**config.mk**
```make
export PLATFORM = sky130hd
export DESIGN_NAME = alif_param_loader
export DESIGN_NICKNAME = d
export VERILOG_FILES = /design/src/rtl/alif_cfg_pkg.sv /design/src/rtl/sync_edge_det.sv /design/src/rtl/alif_param_loader.sv
export SDC_FILE = /design/constraint.sdc
export NUM_CORES = 1
export LEC_CHECK = 0
export ABC_AREA = 1
export CAP_MARGIN = 25
export CORE_AREA = 2 2 119 121
export CTS_BUF_LIST = sky130_fd_sc_hd__clkbuf_2
export DETAILED_ROUTE_END_ITERATION = 6
export DIE_AREA = 0 0 121 123
export GPL_ROUTABILITY_DRIVEN = 0
export HOLD_SLACK_MARGIN = 0.08
export PLACE_DENSITY = 0.51
export SLEW_MARGIN = 10
export SYNTH_ARGS = -nofsm -noshare
export SYNTH_HDL_FRONTEND = slang
export SYNTH_SLANG_ARGS = --single-unit
export TNS_END_PERCENT = 100
```
**constraint.sdc**
```tcl
create_clock -name clk -period 3.2 [get_ports clk]
set_clock_uncertainty 0.1 [all_clocks]
set_input_delay 0.64 -clock clk [delete_from_list [all_inputs] [get_ports clk]]
set_output_delay 0.64 -clock clk [all_outputs]
set_load 0.1 [all_outputs]
```
**src/rtl/alif_cfg_pkg.sv**
```systemverilog
// Shared configuration constants for the ALIF neuron: frame layout, loader FSM
// encoding and the power-on parameter defaults also used by the neuron core.
package alif_cfg_pkg;

    localparam int FRAME_BITS = 33;

    localparam int THRESH_MSB = 32;
    localparam int THRESH_LSB = 25;
    localparam int LEAK_MSB   = 24;
    localparam int LEAK_LSB   = 17;
    localparam int AINC_MSB   = 16;
    localparam int AINC_LSB   = 9;
    localparam int ADEC_MSB   = 8;
    localparam int ADEC_LSB   = 5;
    localparam int REFRAC_MSB = 4;
    localparam int REFRAC_LSB = 1;

    typedef enum logic [1:0] {
        IDLE  = 2'd0,
        SHIFT = 2'd1,
        CHECK = 2'd2
    } load_state_t;

    localparam logic [7:0] DEF_THRESH      = 8'd64;
    localparam logic [7:0] DEF_LEAK        = 8'd2;
    localparam logic [7:0] DEF_ADAPT_INC   = 8'd4;
    localparam logic [3:0] DEF_ADAPT_DECAY = 4'd3;
    localparam logic [3:0] DEF_REFRAC      = 4'd2;

    // Even parity over the whole frame, parity bit included.
    function automatic logic parity_even(input logic [FRAME_BITS-1:0] frame);
        return ~(^frame);
    endfunction

endpackage

```
**src/rtl/sync_edge_det.sv**
```systemverilog
// Multi-flop synchronizer for an asynchronous pin, with single-cycle rise/fall
// strobes derived from the synchronized level.
module sync_edge_det #(
    parameter int STAGES = 2
) (
    input  logic clk,
    input  logic rst_n,
    input  logic d,
    output logic q,
    output logic rise,
    output logic fall
);

    logic [STAGES-1:0] sync_r;
    logic              prev_r;

    // Synchronizer chain plus one delayed copy of its output for edge detection.
    always_ff @(posedge clk) begin
        if (!rst_n) begin
            sync_r <= '0;
            prev_r <= 1'b0;
        end else begin
            sync_r <= {sync_r[STAGES-2:0], d};
            prev_r <= sync_r[STAGES-1];
        end
    end

    assign q    = sync_r[STAGES-1];
    assign rise = q & ~prev_r;
    assign fall = ~q & prev_r;

endmodule

```
**src/rtl/alif_param_loader.sv**
```systemverilog
// Serial configuration front-end for the ALIF neuron: shifts in a 33-bit frame,
// checks length and parity, and commits the whole parameter set atomically.
module alif_param_loader
    import alif_cfg_pkg::*;
#(
    parameter int         SYNC_STAGES     = 2,
    parameter logic [7:0] DEF_THRESH      = alif_cfg_pkg::DEF_THRESH,
    parameter logic [7:0] DEF_LEAK        = alif_cfg_pkg::DEF_LEAK,
    parameter logic [7:0] DEF_ADAPT_INC   = alif_cfg_pkg::DEF_ADAPT_INC,
    parameter logic [3:0] DEF_ADAPT_DECAY = alif_cfg_pkg::DEF_ADAPT_DECAY,
    parameter logic [3:0] DEF_REFRAC      = alif_cfg_pkg::DEF_REFRAC
) (
    input  logic       clk,
    input  logic       rst_n,
    input  logic       ena,
    input  logic       load_mode,
    input  logic       sclk,
    input  logic       serial_data,
    output logic [7:0] thresh,
    output logic [7:0] leak,
    output logic [7:0] adapt_inc,
    output logic [3:0] adapt_decay,
    output logic [3:0] refrac,
    output logic       params_ready,
    output logic       params_update,
    output logic       load_err
);

    logic lm_q, lm_rise, lm_fall;
    logic sc_q_unused, sc_rise, sc_fall_unused;
    logic sd_q, sd_rise_unused, sd_fall_unused;

    sync_edge_det #(.STAGES(SYNC_STAGES)) u_sync_lm (
        .clk(clk), .rst_n(rst_n), .d(load_mode),
        .q(lm_q), .rise(lm_rise), .fall(lm_fall)
    );

    sync_edge_det #(.STAGES(SYNC_STAGES)) u_sync_sc (
        .clk(clk), .rst_n(rst_n), .d(sclk),
        .q(sc_q_unused), .rise(sc_rise), .fall(sc_fall_unused)
    );

    sync_edge_det #(.STAGES(SYNC_STAGES)) u_sync_sd (
        .clk(clk), .rst_n(rst_n), .d(serial_data),
        .q(sd_q), .rise(sd_rise_unused), .fall(sd_fall_unused)
    );

    load_state_t           state_r, state_next;
    logic [FRAME_BITS-1:0] shadow_r;
    logic [5:0]            cnt_r;
    logic [7:0]            thresh_r, leak_r, adapt_inc_r;
    logic [3:0]            adapt_decay_r, refrac_r;
    logic                  ready_r, update_r, err_r;
    logic                  frame_ok_s, do_check_s, lm_level_unused;

    assign lm_level_unused = lm_q;
    assign frame_ok_s = (cnt_r == 6'(FRAME_BITS)) && parity_even(shadow_r);
    assign do_check_s = (state_r == CHECK) && ena;

    // Next-state logic; a dropped enable always returns the loader to IDLE.
    always_comb begin
        state_next = state_r;
        case (state_r)
            IDLE:    state_next = lm_rise ? SHIFT : IDLE;
            SHIFT:   state_next = lm_fall ? CHECK : SHIFT;
            CHECK:   state_next = IDLE;
            default: state_next = IDLE;
        endcase
        if (!ena) begin
            state_next = IDLE;
        end else begin
            state_next = state_next;
        end
    end

    // State, shadow frame, bit counter and the committed parameter set.
    always_ff @(posedge clk) begin
        if (!rst_n) begin
            state_r       <= IDLE;
            shadow_r      <= '0;
            cnt_r         <= 6'd0;
            thresh_r      <= DEF_THRESH;
            leak_r        <= DEF_LEAK;
            adapt_inc_r   <= DEF_ADAPT_INC;
            adapt_decay_r <= DEF_ADAPT_DECAY;
            refrac_r      <= DEF_REFRAC;
            ready_r       <= 1'b0;
            update_r      <= 1'b0;
            err_r         <= 1'b0;
        end else begin
            state_r <= state_next;
            if (!ena || (state_r == IDLE && lm_rise)) begin
                shadow_r <= '0;
                cnt_r    <= 6'd0;
            end else if (state_r == SHIFT && sc_rise && !lm_fall) begin
                // A strobe coincident with the end of frame is deliberately dropped.
                shadow_r <= {shadow_r[FRAME_BITS-2:0], sd_q};
                cnt_r    <= (cnt_r == 6'd63) ? cnt_r : cnt_r + 6'd1;
            end
            update_r <= do_check_s && frame_ok_s;
            if (do_check_s) begin
                if (frame_ok_s) begin
                    thresh_r      <= shadow_r[THRESH_MSB:THRESH_LSB];
                    leak_r        <= shadow_r[LEAK_MSB:LEAK_LSB];
                    adapt_inc_r   <= shadow_r[AINC_MSB:AINC_LSB];
                    adapt_decay_r <= shadow_r[ADEC_MSB:ADEC_LSB];
                    refrac_r      <= shadow_r[REFRAC_MSB:REFRAC_LSB];
                    ready_r       <= 1'b1;
                    err_r         <= 1'b0;
                end else begin
                    err_r <= 1'b1;
                end
            end
        end
    end

    assign thresh        = thresh_r;
    assign leak          = leak_r;
    assign adapt_inc     = adapt_inc_r;
    assign adapt_decay   = adapt_decay_r;
    assign refrac        = refrac_r;
    assign params_ready  = ready_r;
    assign params_update = update_r;
    assign load_err      = err_r;

endmodule

```
* Word-level counts from Yosys, hierarchy flattened *
Index checks and enable logic that the tools add are counted.

cells by class
  reduce and logical (&&, ||, !) cells = 15
  multipliers = 0
  shifts and indexed selects = 0
  div/mod/pow operators = 0
  multiplexer cells = 4
  add/sub/neg operators = 1
  magnitude comparators = 0
  bitwise logic cells = 9
  eq/ne operators = 4

operator list
  cell                 number
  $reduce_xor 33->1    1
  $eq 6x6->1 const B   2
  $add 6x1->6 const B  1
  $logic_and 1x1->1    6
  $not 1->1            6
  $reduce_and 2->1     3
  $pmux 2 s2           1
  $and 1x1->1          3
  $eq 2x1->1 const B   1
  $eq 2x2->1 const B   1
  $logic_not 1->1      2
  $logic_not 2->1      1
  $mux 1               2
  $mux 2               1
  $reduce_or 2->1      1
  $logic_or 1x1->1     1

word-level totals
  latch bits = 0
  memories kept = 0
  memory bits (read-only) = 0
  output and inout port bits = 35
  bits in registers = 84
  input port bits = 6
  word-level logic and storage cells = 49
  memory bits (writable) = 0

* Logic depth before layout (Yosys ltp) *
  word-level depth = 5
  depth in mapped cells = 16
  depth with buffers taken out = 15

* Modules after synthesis *
A second synthesis with hierarchy kept.

second synthesis, totals
  cell total of the unflattened synthesis = 598
  area total of the unflattened synthesis = 3956.3 um^2

modules (own cells, without submodules)
  module             cells an instance  seq. area each (um^2)  times used  area an instance (um^2)
  alif_param_loader  559                1521.5                 1           3656.0
  sync_edge_det      13                 60.1                   3           100.1

* Worst setup path after synthesis *
OpenSTA, ideal clock, no wires.

  path type = input-to-reg
  start point = in rst_n
  end point = reg adapt_decay_r[2], in the netlist adapt_decay[2]
  required time = 3039 ps
  slack = 1294 ps
  library setup time = 61 ps
  data arrival time = 1744 ps
  buffers on the path = 2
  stages = 5
  path through = clkbuf_1 nor3b_2 clkbuf_1 nand3_1 nand2_1

RTL lines
  item                    line                      text
  start: declaration      alif_param_loader.sv:14   input logic rst_n,
  end signal: assignment  alif_param_loader.sv:106  adapt_decay_r <= shadow_r[ADEC_MSB:ADEC_LSB];
  end: declaration        alif_param_loader.sv:52   logic [3:0] adapt_decay_r, refrac_r;

* Worst setup path in the final report *
  start point = reg shadow_r[11]
  end point = reg adapt_inc_r[7], in the netlist adapt_inc[7]

on the way
  cells in the longest elaborated chain, start to end = 4

ends and longest elaborated chain
  item                               line                      text
  start: declaration                 alif_param_loader.sv:49   logic [FRAME_BITS-1:0] shadow_r;
  start signal: assignment           alif_param_loader.sv:97   shadow_r <= {shadow_r[FRAME_BITS-2:0], sd_q};
  $reduce_xor 33->1                  alif_cfg_pkg.sv:32        return ~(^frame);
  $not 1->1                          alif_cfg_pkg.sv:32
  $logic_and 1x1->1                  alif_param_loader.sv:57   assign frame_ok_s = (cnt_r == 6'(FRAME_BITS)) && parity_even(shadow_r);
  $reduce_and 2->1 (no source line)  -
  end signal: assignment             alif_param_loader.sv:105  adapt_inc_r <= shadow_r[AINC_MSB:AINC_LSB];
  end: declaration                   alif_param_loader.sv:51   logic [7:0] thresh_r, leak_r, adapt_inc_r;

No other way between the ends.
A chain may end at the register's enable or synchronous reset.

==> summary.md <==
| Metric | Value |
|---|---|
| Status | finished, final reports clean |
| 1st-iter DRT viols | 168 |
| CP bufs+invs | 1 |
| CP max stage delay | ~0.5 ns |
| Post-CTS sizing | 0 |
| H-tree depth | 3 |
| Largest net degree at the start of global routing | a little over 60 |
| Power consumption | between 1.5 and 2 mW |
| Commonest non-fill, non-tap cells in the layout | 210 x nand2_1, 84 x dfxtp_1, 55 x nand3_1, 52 x inv_1, 41 x buf_4 |
| Tcrit/Tclk final | 71.9% |
| HP Class | reg -> reg |
| Clock-pin slew on the worst setup and hold paths | 0.21 ns |
| Hold WS | ~0.33 ns |
| First-pass GRT wire length | 15400 um |
| Critical Path End Type | register |
| Die width | 121 um |
| Max Fclk | roughly 430 MHz |
| WP data required | 3.62 ns |
| Critical path peak fanout | 32 |
| Core Box Area | about 0.014 mm2 |
| VDD IR-drop max | between 150 and 200 uV |
| Kind of critical path | reg -> reg |
| Total grt overflow | 0 |
| Critical Path Most Common Cell | nand2_1 |
| Syn nets | between 500 and 600 |
| Clock tree buffer depth | 2 |
| Post-DRT Antenna Nets | 0 |
| Die height | approximately 120 um |
| Most common cell after layout, fill and taps aside | nand2_1 |
| First-pass detailed-route iteration total | 4 |
| Cells after synthesis | 564 |
| Routed len/inst | 11.4 um |
| PnR worst setup slack | roughly 0.9 ns |
| Vias/cell | 4.54 |
| Yosys warning count | 0 |
| Post-synth top area cell | dfxtp_1 |
| Nets | ~610 |
| Tmin final | 2.30 ns |
| Mapped cell area | 0.00399 mm2 |
| Arrival time at the worst endpoint | between 2 and 3 ns |
| Final hold violation count | 0 |
| DP Area | ~0.0044 mm2 |
| Area Growth Syn to Fin | 13.9% |
| Vias in the first global route | about 3400 |
| Die area | between 0.01 and 0.015 mm2 |
| Starting Density | 29.3% |
| Cell with the largest stage delay on the worst path | nand2_2 |
| Initial antenna violation count | 0 |
| Cell Chain, Critical Path | inv_1 > nand2_1 > nand2_1 > nand2_1 > nand2_1 > nand2_1 > nand2_1 > nand2_1 > nand2_2 > nand2_2 > nand3_1 > nand2_2 > nand3_1 > nand2_1 |
| CTS tree | yes |
| CTS Buf Count | 9 |
| Leak | just over 2 nW |
| Ports | 41 |
| CP delay by family, top | simple AND/OR/NAND/NOR gates |
| Clock Latency Late Sink | between 0.5 and 0.6 ns |
| DP HPWL | 6140 um |
| Num rows | 43 |
| Setup violators final | 0 |
| Finished layout cell area | ~0.0045 mm2 |
| Synth cell types | 27 |
| Slew Viols, Final | 0 |
| Final TNS setup | 0 ns |
| Hold Buf Count CTS | 0 |
| GRT Resource Usage Total | 12.9% |
| Pre-CTS WS | 0.520 ns |
| Port Buffer Count | 40 |
| Slew at the pin with the worst max-slew slack | around 0.65 ns |
| Post-CTS setup buffer count | 0 |
| Syn Area/Cell | 7.07 um2 |
| Synth top area share | a little over two fifths |
| Seq cells post-synth | 84 |
| Drt drc | 0 |
| Max_cap viols | 0 |
| Max_slew headroom | a little under three fifths |
| RSZ-0062 raised after global routing | no |
| Layout cells sized above 1 | 17.2% |
| Vias | ~3600 |
| Post-Route WL | approximately 9000 um |
| Ant diodes | 0 |
| Startpoint types | register |
| Seq/Total Area, Yosys | a little over two fifths |
| Synth top area cells | dfxtp_1 42%, nand2_1 20%, nand3_2 7.0% |
| Clk root buf | clkbuf_2 |
| Power density cells | 366 mW/mm2 |
| Clock sink count | 84 |
## worst register-to-register path, cell delays in order, from the launching register on
cell,delay [ns]
dfxtp_1,0.48
inv_1,0.10
nand2_1,0.07
nand2_1,0.06
nand2_1,0.06
nand2_1,0.08
nand2_1,0.07
nand2_1,0.07
nand2_1,0.09
nand2_2,0.07
nand2_2,0.09
nand3_1,0.09
nand2_2,0.50
nand3_1,0.21
nand2_1,0.11
## layer usage
| layer | vias to the layer above | wire (um) | track usage (%) |
|---|---|---|---|
| met4 | 0 | 180 | 6.10 |
| met5 | - | 0 | 0 |
| met2 | 62 | 4070 | 20.4 |
| met1 | 1609 | 4290 | 16.7 |
| li1 | 1874 | - | - |
| met3 | 12 | 395 | 2.95 |
## state kept, by name, indices dropped and copies added (netlist names)
| name | count |
|---|---|
| shadow_r | 33 |
| adapt_inc | 8 |
| leak | 8 |
| thresh | 8 |
| cnt_r | 6 |
| adapt_decay | 4 |
| refrac | 4 |
| state_r | 2 |
| u_sync_lm.sync_r | 2 |
| u_sync_sc.sync_r | 2 |
| u_sync_sd.sync_r | 2 |
| load_err | 1 |
| params_ready | 1 |
| params_update | 1 |
| u_sync_lm.prev_r | 1 |
| u_sync_sc.prev_r | 1 |
## layout make-up
| type | instances | area (um2) |
|---|---|---|
| clock buffer | 11 | 55.1 |
| clock inverter | 5 | 52.6 |
| fill | 1475 | 9070 |
| inverter | 56 | 210 |
| multi-input combinational | 402 | 1970 |
| sequential | 84 | 1680 |
| tap | 180 | 225 |
| timing repair buffer | 46 | 353 |
## worst paths after layout
kind	depth (start not counted)	end	slack (ns)	start
setup / recovery	14	adapt_inc[7]	0.90	shadow_r[11]
hold / removal	2	u_sync_sd.sync_r[1]	0.33	u_sync_sd.sync_r[0]
setup reg to reg	14	adapt_inc[7]	0.90	shadow_r[11]
hold reg to reg	2	u_sync_sd.sync_r[1]	0.33	u_sync_sd.sync_r[0]
## cell usage after synthesis
cell type  number
nand2_1       210
dfxtp_1        84
nand3_1        55
inv_1          52
a21oi_1        38
o21ai_0        30
nand3_2        28
clkbuf_1       13
nand2_2        10
nor2_1         10
buf_6           6
inv_2           4
nor3_1          4
nand4_1         3
buf_2           2
ha_1            2
xnor2_1         2
xor2_1          2
a31oi_1         1
buf_1           1
nand3_4         1
nor2_2          1
nor3_2          1
nor3b_2         1
nor3b_4         1
nor4_1          1
o21ai_1         1
## kinds of logic after synthesis
kind of cell	after synthesis	share of synthesized area, %
buffers and inverters	78	8.53
flip-flops	84	42.2
adder cells (fa/ha/maj)	2	0.627
AO/OA/AOI/OAI	70	8.82
AND/OR/NAND/NOR	326	39.0
XOR/XNOR	4	0.879
## per-stage QoR
step / util (%) / std cells
after floorplan: - / 564
after CTS: 33.4 / 784
final: 33.4 / 784
after global routing: 33.4 / 784
after detailed placement: 32.6 / 768
after global placement: 32.6 / 768
## power by group
| part | internal [mW] | switching (mW) |
|---|---|---|
| Sequential | 1.05 | 0.00246 |
| Clock | 0.183 | 0.364 |
| Combinational | 0.0170 | 0.0421 |
Power figures use the tool's default switching activity.
==> RTL edit 1 (config.mk and constraints unchanged) <==
Put one more register stage on the output `load_err`, without a reset. The value now appears one clock later. The other outputs are not delayed to match.
--- a/src/rtl/alif_param_loader.sv
+++ b/src/rtl/alif_param_loader.sv
@@ -122,5 +122,7 @@
     assign params_ready  = ready_r;
     assign params_update = update_r;
-    assign load_err      = err_r;
+    always_ff @(posedge clk) begin
+        load_err <= err_r;
+    end
 
 endmodule
Function: changed (Yosys sat finds a counterexample within 10 cycles, from zero or initial values and one cycle with rst_n low).
==> RTL edit 1 against the unedited design <==
Critical path depth is 1 higher. Worst setup slack better by 0.0091 ns. Area after synthesis increased by 0.50%. Clock power is 16% lower. Routed wire length decreased by 1.6%. Sequential cell count is 1 higher. Cell area up 0.17%. Total power is 4.6% lower.
==> RTL edit 1: results (changes against the unedited design) <==
| Metric | Value |
|---|---|
| Final hold slack | `0.2786 ns (-0.05216 ns)` |
| Vias in the first global route | `3185 (-5.6%)` |
| H-Tree Depth | `3 (unchanged)` |
| Status | `completed` |
| FF-to-FF End | `refrac[1]$_SDFFE_PN1P_` |
| Nets@finish | `608 (+0.16%)` |
| Starting DRT DRC Count | `175 (+4.2%)` |
| Initial antenna violation count | `0 (unchanged)` |
| Leading post-synthesis cells by cell area | `dfxtp_1 42%, nand2_1 20%, nand3_2 7.0%` |
| Clk slew on worst S/H paths | `0.24 ns (+0.03 ns)` |
| Largest register FFs | `33 (unchanged)` |
| Fill cell count | `1446 (-2.0%)` |
| Static Leak | `0.002020 uW (-0.17%)` |
| WL final | `8800 um (-1.6%)` |
| Sequential share of the synthesized area | `42.46% (+0.29 points)` |
| CP max stage cell | `dfxtp_1` |
| Mapped Nets | `573 (+0.17%)` |
| Vias | `3533 (-0.67%)` |
| Hpwl dp | `6106 um (-0.54%)` |
| Synth cell count leaders | `210 x nand2_1, 85 x dfxtp_1, 55 x nand3_1` |
| Hold path start | `err_r$_SDFFE_PN0P_` |
| FF-to-FF path depth | `15 (+1)` |
| First-pass GRT wire length | `14650 um (-4.9%)` |
| Peak VDD IR | `0.2021 mV (+4.6%)` |
| Clock Latency Late Sink | `0.58 ns (about the same)` |
| Fraction of registers with async set/reset | `0% (unchanged)` |
| Hold path cells | `0 (-2)` |
| CP arrival | `2.65 ns (-0.07 ns)` |
| Layout cells sized above 1 | `17.02% (-0.19 points)` |
| Hold endpoint | `load_err$_DFF_P_` |
| Worst Max-Slew Pin Slew | `0.6277 ns (-0.02464 ns)` |
| Reg2reg start | `shadow_r[29]$_SDFFE_PP0P_` |
| Placed cell areas | `0.004468 mm2 (+0.73%)` |
| Tot GR Track Use | `12.46% (-0.46 points)` |
| Critical path's largest stage delay | `0.47 ns (-0.03 ns)` |
[RTL edit 1: per-stage QoR]
stage	total power, uW	instances	util (%)	setup slack (ns)
6_report	1586	786	33.43	0.9087
3_5_place_dp	1148	769	32.82	0.8066
2_1_floorplan	1134	565	-	1.294
4_1_cts	1622	785	33.41	0.8647
3_3_place_gp	1148	769	32.82	0.8537
5_1_grt	1680	785	33.41	0.5877
[RTL edit 1: worst max-delay path: cells and delay by family (launching register included)]
family                 cells  cell delay, ns
DFF                        1            0.47
and+or+nand+nor           13            1.41
buffers and inverters      2            0.18
[RTL edit 1: area by class of cell]
cell class                      count  share of cell area, %
Inverter                           56                  4.619
Clock inverter                      6                 0.6599
Clock buffer                       10                  1.100
Sequential cell                    85                  37.39
Antenna cell                        1                0.05499
Multi-Input combinational cell    402                  43.20
Tap cell                          180                  4.949
Timing Repair Buffer               46                  8.029
[RTL edit 1: cells by family after synthesis]
group                      share of synthesized area (%)
AOI/OAI and AO/OA                                  8.773
adders and majority gates                         0.6243
xor gates and xnor gates                          0.8743
DFF                                                42.46
and+or+nand+nor                                    38.78
buffers and inverters                              8.492
[RTL edit 1: routing by layer]
layer / GRT usage (%) / wire (um)
met1: 15.55 / 4365
met2: 20.44 / 3917
met3: 3.967 / 403
met4: 4.070 / 113
met5: 0 / 0
[RTL edit 1: report_power, final]
part	internal (uW)	switching, uW	total, uW	leakage [uW]
combinational	17.0	41.2	58.2	0.00128
clock	96.2	363	459	0.0000566
sequential	1070	2.53	1070	0.000686
==> RTL edit 2 (config.mk and constraints unchanged) <==
Made on the original files. Set the parameter `SYNC_STAGES` to 4 (it was 2).
--- a/src/rtl/alif_param_loader.sv
+++ b/src/rtl/alif_param_loader.sv
@@ -4,5 +4,5 @@
     import alif_cfg_pkg::*;
 #(
-    parameter int         SYNC_STAGES     = 2,
+    parameter int         SYNC_STAGES     = 4,
     parameter logic [7:0] DEF_THRESH      = alif_cfg_pkg::DEF_THRESH,
     parameter logic [7:0] DEF_LEAK        = alif_cfg_pkg::DEF_LEAK,
Behaviour: not the same (Yosys sat finds a counterexample within 10 cycles, from zero or initial values and one cycle with rst_n low).
==> RTL edit 2 against the unedited design <==
Non-clock buffer count fell by 1. Total power rose by 2.8%. Routed wire length rose by 1.0%. Worst setup slack got worse by 0.083 ns. Via count fell by 0.37%. Count of clock-buffer cells in the layout did not move. Area after synthesis rose by 1.7%. Sequential cell count rose by 6. Cell area rose by 1.2%. Hold slack got worse by 0.0057 ns. Critical endpoint is now adapt_decay[1]$_SDFFE_PN1P_. Largest power group unchanged.
==> RTL edit 2: results (changes against the unedited design) <==
| Metric | Value |
|---|---|
| Clk slew on worst S/H paths | `0.24 ns (+0.03 ns)` |
| GR Util met1 | `15.91% (-0.79 points)` |
| Peak VDD IR | `0.2566 mV (+33%)` |
| Starting DRT DRC Count | `206 (+23%)` |
| Synth cell count leaders | `219 x nand2_1, 90 x dfxtp_1, 82 x nand3_1` |
| GRT met3 Usage | `4.336% (+1.4 points)` |
| Yosys warns | `0 (unchanged)` |
| Layout cells sized above 1 | `11.02% (-6.2 points)` |
| First-pass GRT wire length | `15440 um (+0.23%)` |
| Critical path's largest stage delay | `0.49 ns` |
| Vias in the first global route | `3375 (+0.030%)` |
| Hold Path Class | `in -> reg` |
| Sequential share of the synthesized area | `44.43% (+2.3 points)` |
| Leading post-synthesis cells by cell area | `dfxtp_1 44%, nand2_1 20%, nand3_1 10%` |
| Fraction of registers with async set/reset | `0% (unchanged)` |
| Fill cell count | `1464 (-0.75%)` |
| Vias | `3544 (-0.37%)` |
| Met2 Resource Use GR | `20.82% (+0.39 points)` |
| Port buffer count | `40 (unchanged)` |
| CP max stage cell | `dfxtp_1` |
| Nets@finish | `620 (+2.1%)` |
| Slew headroom | `57.10% (+0.74 points)` |
| Status | `completed` |
| Yosys cell types | `31 (+15%)` |
| Mapped Nets | `589 (+3.0%)` |
| Largest net degree at the start of global routing | `61 (unchanged)` |
| Static Leak | `0.002206 uW (+9.0%)` |
| Largest register FFs | `33 (unchanged)` |
| Placed cell areas | `0.004497 mm2 (+1.4%)` |
| Reg2reg start | `shadow_r[5]$_SDFFE_PP0P_` |
| Hpwl dp | `6045 um (-1.5%)` |
| Clk root buf | `clkbuf_2` |
| Tot GR Track Use | `13.02% (+0.10 points)` |
| Largest fanout on the critical path | `32 (unchanged)` |
| Clock Latency Late Sink | `0.57 ns` |
| WL final | `9033 um (+1.0%)` |
| Hold path start | `rst_n` |
| Final Slew Violations | `0 (unchanged)` |
RTL edit 2: metrics by stage:
step / worst slack [ns] / util (%) / instances
after floorplan: 1.388 / - / 581
after global placement: 0.7892 / 33.04 / 781
after detailed placement: 0.7334 / 33.04 / 781
after CTS: 0.8134 / 33.77 / 797
after global routing: 0.5678 / 33.77 / 797
final: 0.8163 / 33.77 / 797
RTL edit 2: layout make-up:
cell class	count	share of cell area [%]
Clock buffer	11	1.198
Clock inverter	5	0.9799
Inverter	60	4.899
Multi-Input combinational cell	406	41.32
Sequential cell	90	39.19
Tap cell	180	4.899
Timing Repair Buffer	45	7.512
RTL edit 2: metal layers:
metal,wire length (um),vias up
met2,4106,55
met3,396,15
met4,220,0
li1,-,1921
met1,4308,1553
met5,0,-
RTL edit 2: worst max-delay path: cells and delay by family (launching register included):
kind	cells	cell delay (ns)
flip-flops	1	0.49
AND/OR/NAND/NOR	13	1.65
buffers and inverters	1	0.11
RTL edit 2: cell families (layout without fill, tap and decap cells):
kind of cell,count (synthesis),in the layout,share of synthesized area [%]
and+or+nand+nor,361,361,38.38
DFF,90,90,44.43
buffers and inverters,85,121,8.732
AOI/OAI and AO/OA,39,39,6.973
xor gates and xnor gates,4,4,0.8641
adders and majority gates,2,2,0.6170
RTL edit 2: path summary, 6_finish.rpt:
path | cells after the start | endpoint | slack (ns)
max reg2reg | 14 | adapt_decay[1]$_SDFFE_PN1P_ | 0.82
min | 3 | u_sync_sc.sync_r[3]$_SDFF_PN0_ | 0.32
max | 14 | adapt_decay[1]$_SDFFE_PN1P_ | 0.82
min reg2reg | 2 | u_sync_sd.sync_r[3]$_SDFF_PN0_ | 0.32
RTL edit 2: power breakdown:
part | switching [uW] | total (uW) | internal, uW
clock | 366 | 543 | 177
sequential | 1.60 | 1130 | 1130
combinational | 25.3 | 34.9 | 9.66
